==> src/rtl/fpu_share_pkg.sv <==
// fpu_share_pkg
// Types and constants shared by the FPU sharing controller and its
// round-robin arbiter: FSM state encoding, lane identifiers and the data
// and destination-register widths used on both issue lanes.
package fpu_share_pkg;

   localparam int DATA_W = 32;
   localparam int RT_W   = 5;

   typedef enum logic [1:0] {
      IDLE  = 2'd0,
      START = 2'd1,
      WAIT  = 2'd2,
      RESP  = 2'd3
   } fsm_state_e;

   typedef enum logic {
      LANE_U = 1'b0,
      LANE_L = 1'b1
   } lane_e;

endpackage

==> src/rtl/fpu_share_ctrl_rr_arb2.sv <==
// rr_arb2
// Two-way round-robin arbiter, purely combinational.
// Ports:
//   en    in   grants allowed this cycle
//   req   in   [0] = upper lane, [1] = lower lane
//   prio  in   lane that wins when both request (pointer register lives
//              in the parent, which advances it on every grant)
//   gnt   out  one-hot grant, all zero when en=0 or no request
module rr_arb2
   import fpu_share_pkg::*;
(
   input  logic       en,
   input  logic [1:0] req,
   input  lane_e      prio,
   output logic [1:0] gnt
);

   always_comb begin
      gnt = 2'b00;
      if (en) begin
         if (req == 2'b11) begin
            gnt = (prio == LANE_L) ? 2'b10 : 2'b01;
         end else begin
            gnt = req;
         end
      end
   end

endmodule

==> src/rtl/fpu_share_ctrl.sv <==
// fpu_share_ctrl
// Shares one non-pipelined multi-cycle FPU unit between the upper (u) and
// lower (l) issue lanes. One op is accepted at a time, sequenced through
// START/WAIT/RESP, and its result is returned to the lane that issued it.
//
// Handshake: a lane raises <lane>_req with operands and rt stable; the
// request is accepted in the cycle <lane>_gnt is high (combinational, only
// in IDLE with interlock low). Operands are captured at the end of that
// cycle and the lane may drop or change its request from the next cycle.
// The unit is started by a one-cycle unit_start pulse and answers with a
// one-cycle unit_done; the result is returned as a one-cycle
// <lane>_res_valid pulse with rt_flag as writeback enable.
//
// Ports:
//   clk, rstn                 clock, async active-low reset
//   interlock                 blocks new grants (does not stall an op)
//   u_/l_req, _srca, _srcb,
//   _rt, _kill                lane request, operands, destination, squash
//   u_/l_gnt                  request accepted this cycle
//   unit_start, unit_srca/b   start pulse and latched operands to the unit
//   unit_done, unit_tdata     result strobe and data from the unit
//   u_/l_res_valid, _tdata,
//   _rt_out, _rt_flag         result pulse returned to the issuing lane
//   busy                      FSM not in IDLE
//   err                       sticky: an op was abandoned on timeout
//   state_dbg                 current FSM state
module fpu_share_ctrl
   import fpu_share_pkg::*;
#(
   parameter int TIMEOUT = 64
) (
   input  logic              clk,
   input  logic              rstn,
   input  logic              interlock,
   input  logic              u_req,
   input  logic [DATA_W-1:0] u_srca,
   input  logic [DATA_W-1:0] u_srcb,
   input  logic [RT_W-1:0]   u_rt,
   input  logic              u_kill,
   input  logic              l_req,
   input  logic [DATA_W-1:0] l_srca,
   input  logic [DATA_W-1:0] l_srcb,
   input  logic [RT_W-1:0]   l_rt,
   input  logic              l_kill,
   output logic              u_gnt,
   output logic              l_gnt,
   output logic              unit_start,
   output logic [DATA_W-1:0] unit_srca,
   output logic [DATA_W-1:0] unit_srcb,
   input  logic              unit_done,
   input  logic [DATA_W-1:0] unit_tdata,
   output logic              u_res_valid,
   output logic [DATA_W-1:0] u_tdata,
   output logic [RT_W-1:0]   u_rt_out,
   output logic              u_rt_flag,
   output logic              l_res_valid,
   output logic [DATA_W-1:0] l_tdata,
   output logic [RT_W-1:0]   l_rt_out,
   output logic              l_rt_flag,
   output logic              busy,
   output logic              err,
   output fsm_state_e        state_dbg
);

   localparam int CNT_W = $clog2(TIMEOUT);
   // cnt_q holds the number of WAIT cycles already completed, so the cycle
   // in progress is number cnt_q+1. When that is TIMEOUT-1 with no done,
   // the op is abandoned; the FSM is back in IDLE TIMEOUT cycles after START.
   localparam logic [CNT_W-1:0] CNT_LAST = CNT_W'(TIMEOUT - 2);

   fsm_state_e        state_q, state_d;
   lane_e             prio_q, prio_d;
   lane_e             lane_q, lane_d;
   logic [DATA_W-1:0] srca_q, srca_d;
   logic [DATA_W-1:0] srcb_q, srcb_d;
   logic [RT_W-1:0]   rt_q, rt_d;
   logic              kill_q, kill_d;
   logic [DATA_W-1:0] res_q, res_d;
   logic [CNT_W-1:0]  cnt_q, cnt_d;
   logic              err_q, err_d;

   logic [1:0] arb_gnt;
   logic       arb_en;
   logic       lane_kill;
   logic       resp_u, resp_l;

   // Grants are only offered in IDLE, and are suppressed while in reset.
   assign arb_en = rstn && !interlock && (state_q == IDLE);

   rr_arb2 u_arb (
      .en   (arb_en),
      .req  ({l_req, u_req}),
      .prio (prio_q),
      .gnt  (arb_gnt)
   );

   assign u_gnt = arb_gnt[0];
   assign l_gnt = arb_gnt[1];

   // Kill of the lane that owns the current op; the other lane's kill is
   // irrelevant to it.
   assign lane_kill = (lane_q == LANE_U) ? u_kill : l_kill;

   always_comb begin
      state_d = state_q;
      prio_d  = prio_q;
      lane_d  = lane_q;
      srca_d  = srca_q;
      srcb_d  = srcb_q;
      rt_d    = rt_q;
      kill_d  = kill_q;
      res_d   = res_q;
      cnt_d   = cnt_q;
      err_d   = err_q;
      unique case (state_q)
         IDLE: begin
            if (arb_gnt != 2'b00) begin
               lane_d  = arb_gnt[1] ? LANE_L : LANE_U;
               prio_d  = arb_gnt[1] ? LANE_U : LANE_L;
               srca_d  = arb_gnt[1] ? l_srca : u_srca;
               srcb_d  = arb_gnt[1] ? l_srcb : u_srcb;
               rt_d    = arb_gnt[1] ? l_rt   : u_rt;
               // A kill in the grant cycle already counts against the op.
               kill_d  = arb_gnt[1] ? l_kill : u_kill;
               state_d = START;
            end
         end
         START: begin
            cnt_d   = '0;
            kill_d  = kill_q | lane_kill;
            state_d = WAIT;
         end
         WAIT: begin
            kill_d = kill_q | lane_kill;
            // done wins over timeout in the last allowed WAIT cycle.
            if (unit_done) begin
               res_d   = unit_tdata;
               state_d = RESP;
            end else if (cnt_q == CNT_LAST) begin
               err_d   = 1'b1;
               state_d = IDLE;
            end else begin
               cnt_d = cnt_q + CNT_W'(1);
            end
         end
         RESP: begin
            state_d = IDLE;
         end
         default: begin
            state_d = IDLE;
         end
      endcase
   end

   always_ff @(posedge clk or negedge rstn) begin
      if (!rstn) begin
         state_q <= IDLE;
         prio_q  <= LANE_U;
         lane_q  <= LANE_U;
         srca_q  <= '0;
         srcb_q  <= '0;
         rt_q    <= '0;
         kill_q  <= 1'b0;
         res_q   <= '0;
         cnt_q   <= '0;
         err_q   <= 1'b0;
      end else begin
         state_q <= state_d;
         prio_q  <= prio_d;
         lane_q  <= lane_d;
         srca_q  <= srca_d;
         srcb_q  <= srcb_d;
         rt_q    <= rt_d;
         kill_q  <= kill_d;
         res_q   <= res_d;
         cnt_q   <= cnt_d;
         err_q   <= err_d;
      end
   end

   assign unit_start = (state_q == START);
   assign unit_srca  = srca_q;
   assign unit_srcb  = srcb_q;

   assign resp_u = (state_q == RESP) && (lane_q == LANE_U);
   assign resp_l = (state_q == RESP) && (lane_q == LANE_L);

   // A kill arriving in the RESP cycle itself still blocks the write.
   assign u_res_valid = resp_u;
   assign u_tdata     = resp_u ? res_q : '0;
   assign u_rt_out    = resp_u ? rt_q  : '0;
   assign u_rt_flag   = resp_u && !(kill_q || u_kill);

   assign l_res_valid = resp_l;
   assign l_tdata     = resp_l ? res_q : '0;
   assign l_rt_out    = resp_l ? rt_q  : '0;
   assign l_rt_flag   = resp_l && !(kill_q || l_kill);

   assign busy      = (state_q != IDLE);
   assign err       = err_q;
   assign state_dbg = state_q;

endmodule

==> config.mk <==
export PLATFORM = sky130hd
export DESIGN_NAME = fpu_share_ctrl
export DESIGN_NICKNAME = d
export VERILOG_FILES = /design/src/rtl/fpu_share_pkg.sv /design/src/rtl/fpu_share_ctrl_rr_arb2.sv /design/src/rtl/fpu_share_ctrl.sv
export SDC_FILE = /design/constraint.sdc
export NUM_CORES = 1
export LEC_CHECK = 0
export ABC_AREA = 0
export BUFFER_PORTS_ARGS = -buffer_cell sky130_fd_sc_hd__buf_2
export CORE_AREA = 5 5 125 127
export CTS_BUF_LIST = sky130_fd_sc_hd__clkbuf_4 sky130_fd_sc_hd__clkbuf_8 sky130_fd_sc_hd__clkbuf_16
export DETAILED_ROUTE_END_ITERATION = 8
export DIE_AREA = 0 0 130 132
export GPL_TIMING_DRIVEN = 0
export PLACE_DENSITY = 0.82
export SLEW_MARGIN = 25
export SYNTH_ARGS = -nofsm -noshare
export SYNTH_HDL_FRONTEND = slang
export SYNTH_SLANG_ARGS = --single-unit
export TNS_END_PERCENT = 1
==> constraint.sdc <==
create_clock -name clk -period 2.2 [get_ports clk]
set_clock_uncertainty 0.15 [all_clocks]
set_input_delay 0 -clock clk [delete_from_list [all_inputs] [get_ports clk]]
set_output_delay 0 -clock clk [all_outputs]
set_load 0.02 [all_outputs]
==> results of run 1 <==
==> registers in the layout, indices dropped and copies added (netlist names) <==
name,count
rt_q,5
kill_q,1
cnt_q,6
state_dbg,2
lane_q,1
unit_srca,32
res_q,32
unit_srcb,32
err,1
prio_q,1
==> power breakdown <==
group	switching, mW	total [mW]	internal (mW)
Clock	1.04	3.09	2.05
Combinational	3.14	5.22	2.08
Sequential	0.754	3.85	3.09
==> layer usage <==
metal  global-route usage [%]  wire [um]  up-vias
li1                         -          -     2813
met1                    31.86       8497     3114
met2                    47.88      12580      563
met3                    8.023       2710      134
met4                    19.28       1707        0
met5                        0          0        -
==> cell usage in the layout (no fill, tap or decap), drive strengths merged, types with 4 or more instances in the layout <==
master,Yosys,routed
a21oi,7,7
a222oi,69,69
a31oi,4,4
and2,38,38
and3,40,40
buf,19,353
bufinv,0,5
clkbuf,21,40
clkinv,0,4
dfrtp,113,113
dlygate4sd3,0,174
ha,7,7
inv,75,76
mux2,32,32
mux2i,4,4
nand2,6,6
nand3,4,4
nor2,11,11
nor2b,4,4
o21ai,5,5
==> area by class of cell <==
cell class                      count  area share, %
Tap cell                          184          2.348
Multi-Input combinational cell    249          20.64
Antenna cell                        3        0.07657
Buffer                             40          2.948
Clock inverter                     13          2.131
Inverter                           75          2.897
Sequential cell                   113          28.87
Timing Repair Buffer              508          35.54
Clock buffer                       19          4.556
==> timing repair <==
action	4_1_cts	5_1_grt
buffers inserted	4	3
hold endpoints to repair	221	1
pin swaps	0	20
resized for setup	23	30
setup endpoints to repair	124	116
==> worst reg2reg max path, stage by stage (launching register included) <==
cell,delay [ns]
dfrtp_2,0.41
inv_4,0.06
ha_4,0.17
and3b_2,0.22
and3_4,0.18
buf_8,0.14
buf_6,0.15
a222oi_1,0.49
inv_1,0.13
==> logic make-up after synthesis <==
kind of cell | count (synthesis) | share of synthesized area, %
compound gates | 92 | 15.58
simple gates | 114 | 12.74
mux | 36 | 7.510
fa+ha+maj | 7 | 1.643
flops | 113 | 53.04
buf+inv | 115 | 9.481
==> final timing paths <==
| kind | to | start | slack [ns] | cells after the start |
|---|---|---|---|---|
| min | unit_srca[25] | rstn | -0.06 | 2 |
| max | unit_srcb[5] | state_dbg[0] | -0.04 | 8 |
| max reg2reg | unit_srcb[5] | state_dbg[0] | -0.04 | 8 |
| min reg2reg | err | err | 0.33 | 1 |
| min in group clk | rt_q[3] | u_req | 0.05 | 5 |
| max in group asynchronous | res_q[21] | rstn | 1.30 | 3 |
==> through the flow <==
stage	cell area [um2]	cells	utilization, %	power, mW	TNS, ns
finish	9804	1204	68.50	12.16	-0.08828
global route	9802	1203	68.48	12.70	-0.6082
CTS	9706	1198	67.81	11.67	0
detailed placement	7227	988	50.49	8.257	-7.756
global placement	7193	987	50.25	8.126	-140.39
floorplan	5331	477	-	6.482	0
==> summary.txt, run 1 <==
STA
  • Setup violators final: 4
  • RSZ-0062 raised after global routing: true
  • Final period util: 101.7%
  • Final worst slack: -0.03681 ns
  • Slew @ Worst Pin: 0.5898 ns
  • Min Hold Slack: -0.06332 ns
  • Final Hold Fails: 52
  • Final critical-path required period: 2.237 ns
  • Slew headroom: 60.27%
  • Max-slew violations: 0
  • Fmax: 447.1 MHz

Worst setup path
  • Worst path bufs/invs: 4
  • CP max-delay cell: a222oi_1
  • Critical path launch point type: flop
  • Crit Path Class: reg -> reg
  • Crit path largest cell delay: 0.49 ns
  • WP data required: 2.33 ns
  • Crit-path cells: inv_4, ha_4, and3b_2, and3_4, buf_8, buf_6, a222oi_1, inv_1
  • Crit path DAT: 2.36 ns
  • Crit. End Element: flop
  • Critical path fanouts, max: 10
  • CP delay by family, top: compound AO/OA/AOI/OAI gates

Die
  • Io pins: 327
  • Core footprint: 14310 um2
  • Die Span X: 130 um
  • Initial Utilization: 37.25%
  • DIE HEIGHT: 132 um
  • Rows: 44
  • Die footprint: 17160 um2

Place
  • Placer Congestion: 0.8540
  • Post-place setup slack: -0.1981 ns
  • Post-DP HPWL: 14420 um
  • Port bufs: 326

Cells and area
  • FILL cells: 954
  • Layout Nets: 1189
  • Seq. cell area: 2830 um2
  • Multi-input combinational cell area: 2023 um2
  • Syn-to-layout area delta: 83.90%
  • Proportion of layout cells with a drive suffix above 1: 43.36%

Clock tree
  • Clock-pin slew on the worst setup and hold paths: 0.06 ns
  • Htree depth: 4
  • CTS buffer count: 17
  • Latest clock arrival within the worst-skew pair: 0.41 ns
  • CTS tree: yes
  • Hold_buf cts: 174
  • Max Root-Sink Buffers: 2
  • Root buf cell: clkbuf_16
  • CTS Sinks: 113

Global route
  • Initial antenna violation count: 2
  • First-pass GRT wire length: 38300 um
  • Total grt overflow: 0
  • Total GRT Usage: 28.87%
  • Number of global-route vias before repair: 6999
  • Largest net degree at the start of global routing: 62

Synthesis
  • Synth warn: 0
  • Most frequent cell after synthesis: dfrtp_1
  • Area leader, netlist: dfrtp_1
  • Post-synthesis cell count: 477
  • Yosys top cell area share: 53.04%
  • Synthesized cell area: 5331 um2
  • Ys async rst share: 100.0%
  • Post-Syn Area per Cell: 11.18 um2
  • Most common library cells after synthesis: 113 x dfrtp_1, 75 x inv_1, 69 x a222oi_1
  • Syn_nets: 662
  • Seq/Total Area, Yosys: 53.04%
  • Post-synthesis register bit count: 113
  • EDFF count, synth: 0
  • Yosys cell types: 31
  • Main synth FF type: dfrtp_1
  • Area contributors post-synth: dfrtp_1 53%, a222oi_1 13%, mux2_2 6.8%

Routing
  • Post-route ant nets: 0
  • Post-Route WL: 25500 um
  • Vias post-DR: 6624
  • WL/cell: 21.18 um
  • Post-route DRC: 1
  • Initial drt markers: 721
  • DRT Pass-1 Iters: 9
  • Vias/cell: 5.502

Flow run
  • Maxcap violations: 0

Worst hold path
  • Worst hold path type: in -> async

Power
  • Pwr per Cell Area: 1240 nW/um2
  • Worst vdd ir: 702.4 uV
  • Lkg Pwr: 5.514 nW

Outcome
  • Outcome: finished, violations left
  • Failing checks: design-rule violations, negative hold slack, negative setup slack
Note: power is estimated with default switching activity, not from simulation.
==> run 2, diff against run 1 <==
Clock period 2.2 ns to 2.25 ns, I/O delays scaled along.
==> run 2 against run 1 <==
  * The run still ends with design-rule violations, negative hold slack, negative setup slack left
  * Design area increased by 0.27%
  * Critical path depth did not move
  * Register-to-register slack barely moved
  * Final cell count increased by 0.58%
  * Sequential power down 2%
  * Global-route usage grew 0.065 points
  * Critical path type unchanged
  * Largest power group unchanged
==> summary.txt, run 2 (synthesized netlist as in run 1, its figures left out) <==
Die
  • Die Span X: 130 um (unchanged)
  • Io pins: 327 (unchanged)
  • Core footprint: 14310 um2 (unchanged)
  • DIE HEIGHT: 132 um (unchanged)
  • Rows: 44 (unchanged)
  • Die footprint: 17160 um2 (unchanged)
  • Initial Utilization: 37.25% (unchanged)

Clock tree
  • Max Root-Sink Buffers: 2 (unchanged)
  • CTS tree: yes
  • Htree depth: 4 (unchanged)
  • Root buf cell: clkbuf_16
  • Clock-pin slew on the worst setup and hold paths: 0.06 ns (about the same)
  • CTS buffer count: 17 (unchanged)
  • CTS Sinks: 113 (unchanged)
  • Latest clock arrival within the worst-skew pair: 0.41 ns (about the same)

Power
  • Lkg Pwr: 5.533 nW (+0.35%)
  • Pwr per Cell Area: 1213 nW/um2 (-2.2%)
  • Overall Power: 11.92 mW (-1.9%)
  • Worst vdd ir: 719.2 uV (+2.4%)

Cells and area
  • Syn-to-layout area delta: 84.39%
  • Layout Nets: 1194 (+0.42%)
  • Most frequent cells in the layout: 332 x buf_2, 174 x dlygate4sd3_1, 111 x dfrtp_1
  • Proportion of layout cells with a drive suffix above 1: 43.64% (+0.28 points)
  • Commonest non-fill, non-tap cell in the layout: buf_2

Global route
  • Total grt overflow: 0 (unchanged)
  • Number of global-route vias before repair: 6898 (-1.4%)
  • First-pass GRT wire length: 38200 um (-0.27%)
  • Largest net degree at the start of global routing: 62 (unchanged)
  • Initial antenna violation count: 4 (+2)
  • Total GRT Usage: 28.93% (+0.065 points)

Outcome
  • Failing checks: design-rule violations, negative hold slack, negative setup slack
  • Outcome: finished, violations left

Worst setup path
  • CP max-delay cell: a222oi_1
  • Crit-path cells: inv_2, ha_4, and3b_2, and3_4, buf_6, buf_8, a222oi_1, inv_1
  • Crit Path Class: reg -> reg
  • Crit path DAT: 2.43 ns (+0.07 ns)
  • Crit path largest cell delay: 0.58 ns (+0.09 ns)
  • Critical path fanouts, max: 6 (-4)
  • Crit. End Element: flop
  • Critical path launch point type: flop
  • WP data required: 2.38 ns (+0.05 ns)

Routing
  • Initial drt markers: 774 (+7.4%)
  • DRT Pass-1 Iters: 9 (unchanged)
  • Post-Route WL: 26020 um (+2.1%)
  • WL/cell: 21.49 um (+1.5%)
  • Vias post-DR: 6698 (+1.1%)
  • Post-route DRC: 10 (+9)
  • Vias/cell: 5.531 (+0.53%)
  • Post-route ant nets: 0 (unchanged)

STA
  • Slew @ Worst Pin: 0.6031 ns (+0.01330 ns)
  • Max-slew violations: 0 (unchanged)
  • Fmax: 436.4 MHz (-2.4%)
  • Final period util: 101.9% (+0.18 points)
  • Setup violators final: 5 (+1)
  • Final Hold Fails: 31 (-40%)
  • Min Hold Slack: -0.03913 ns (+0.02419 ns)
  • Final worst slack: -0.04166 ns (-0.004849 ns)
  • Final critical-path required period: 2.292 ns (+0.05485 ns)
  • Slew headroom: 59.79% (-0.47 points)
  • RSZ-0062 raised after global routing: true

Worst hold path
  • Worst hold path type: in -> async

Place
  • Post-DP HPWL: 14420 um (unchanged)
  • Port bufs: 326 (unchanged)
  • Placer Congestion: 0.8540 (unchanged)

Flow run
  • Maxcap violations: 0 (unchanged)
## run 2: repair_timing
item                                    in CTS  in global routing
cloned                                       0                  1
pin swaps                                    0                 27
endpoints found under the setup margin     121                109
setup buffers                                0                 11
resized for setup                           17                 35
hold buffers                               174                  0
endpoints found under the hold margin      221                  0
## run 2: critical path, delay by kind of cell (launching register included)
| kind | cells | cell delay (ns) |
|---|---|---|
| compound gates | 1 | 0.58 |
| flops | 1 | 0.43 |
| buf+inv | 4 | 0.41 |
| simple gates | 2 | 0.39 |
| fa+ha+maj | 1 | 0.18 |
## run 2: area by class of cell
| cell class | instances | area [um2] |
|---|---|---|
| tap | 184 | 230.2 |
| buffer | 40 | 289.0 |
| fill | 942 | 4483 |
| sequential | 113 | 2830 |
| inverter | 75 | 281.5 |
| clock inverter | 13 | 209.0 |
| antenna | 5 | 12.51 |
| multi-input combinational | 249 | 2028 |
| clock buffer | 19 | 446.7 |
| timing repair buffer | 513 | 3503 |
## run 2: worst paths after layout
kind	endpoint	cells after the start	start	slack [ns]
setup / recovery	unit_srcb[15]	8	state_dbg[1]	-0.04
hold / removal	unit_srca[23]	2	rstn	-0.04
setup reg to reg	unit_srcb[15]	8	state_dbg[1]	-0.04
hold reg to reg	err	1	err	0.33
max in group asynchronous	res_q[21]	3	rstn	1.33
min in group clk	kill_q	5	interlock	0.06
## run 2: layer usage
layer	vias up	track usage, %	part of all wire [%]
met5	-	0	0
met4	0	17.38	6.1
met3	130	8.185	10
met2	562	48.48	49
met1	3175	32.26	34
li1	2831	-	-
## run 2: stage by stage
| stage | cells | cell area (um2) | TNS (ns) | setup WS [ns] | util (%) |
|---|---|---|---|---|---|
| 4_1_cts | 1194 | 9649 | -0.09397 | -0.08645 | 67.41 |
| 3_3_place_gp | 987 | 7193 | -130.94 | -1.338 | 50.25 |
| 5_1_grt | 1210 | 9828 | -1.260 | -0.1056 | 68.66 |
| 6_report | 1211 | 9831 | -0.1100 | -0.04166 | 68.68 |
| 2_1_floorplan | 477 | 5331 | 0 | 0.1124 | - |
| 3_5_place_dp | 988 | 7227 | -4.146 | -0.1481 | 50.49 |
## run 2: report_power, final
group | internal, mW | switching [mW] | total [mW]
clock network | 2.01 | 1.02 | 3.03
registers | 3.02 | 0.745 | 3.77
logic | 2.04 | 3.09 | 5.13
total | 7.07 | 4.85 | 11.9
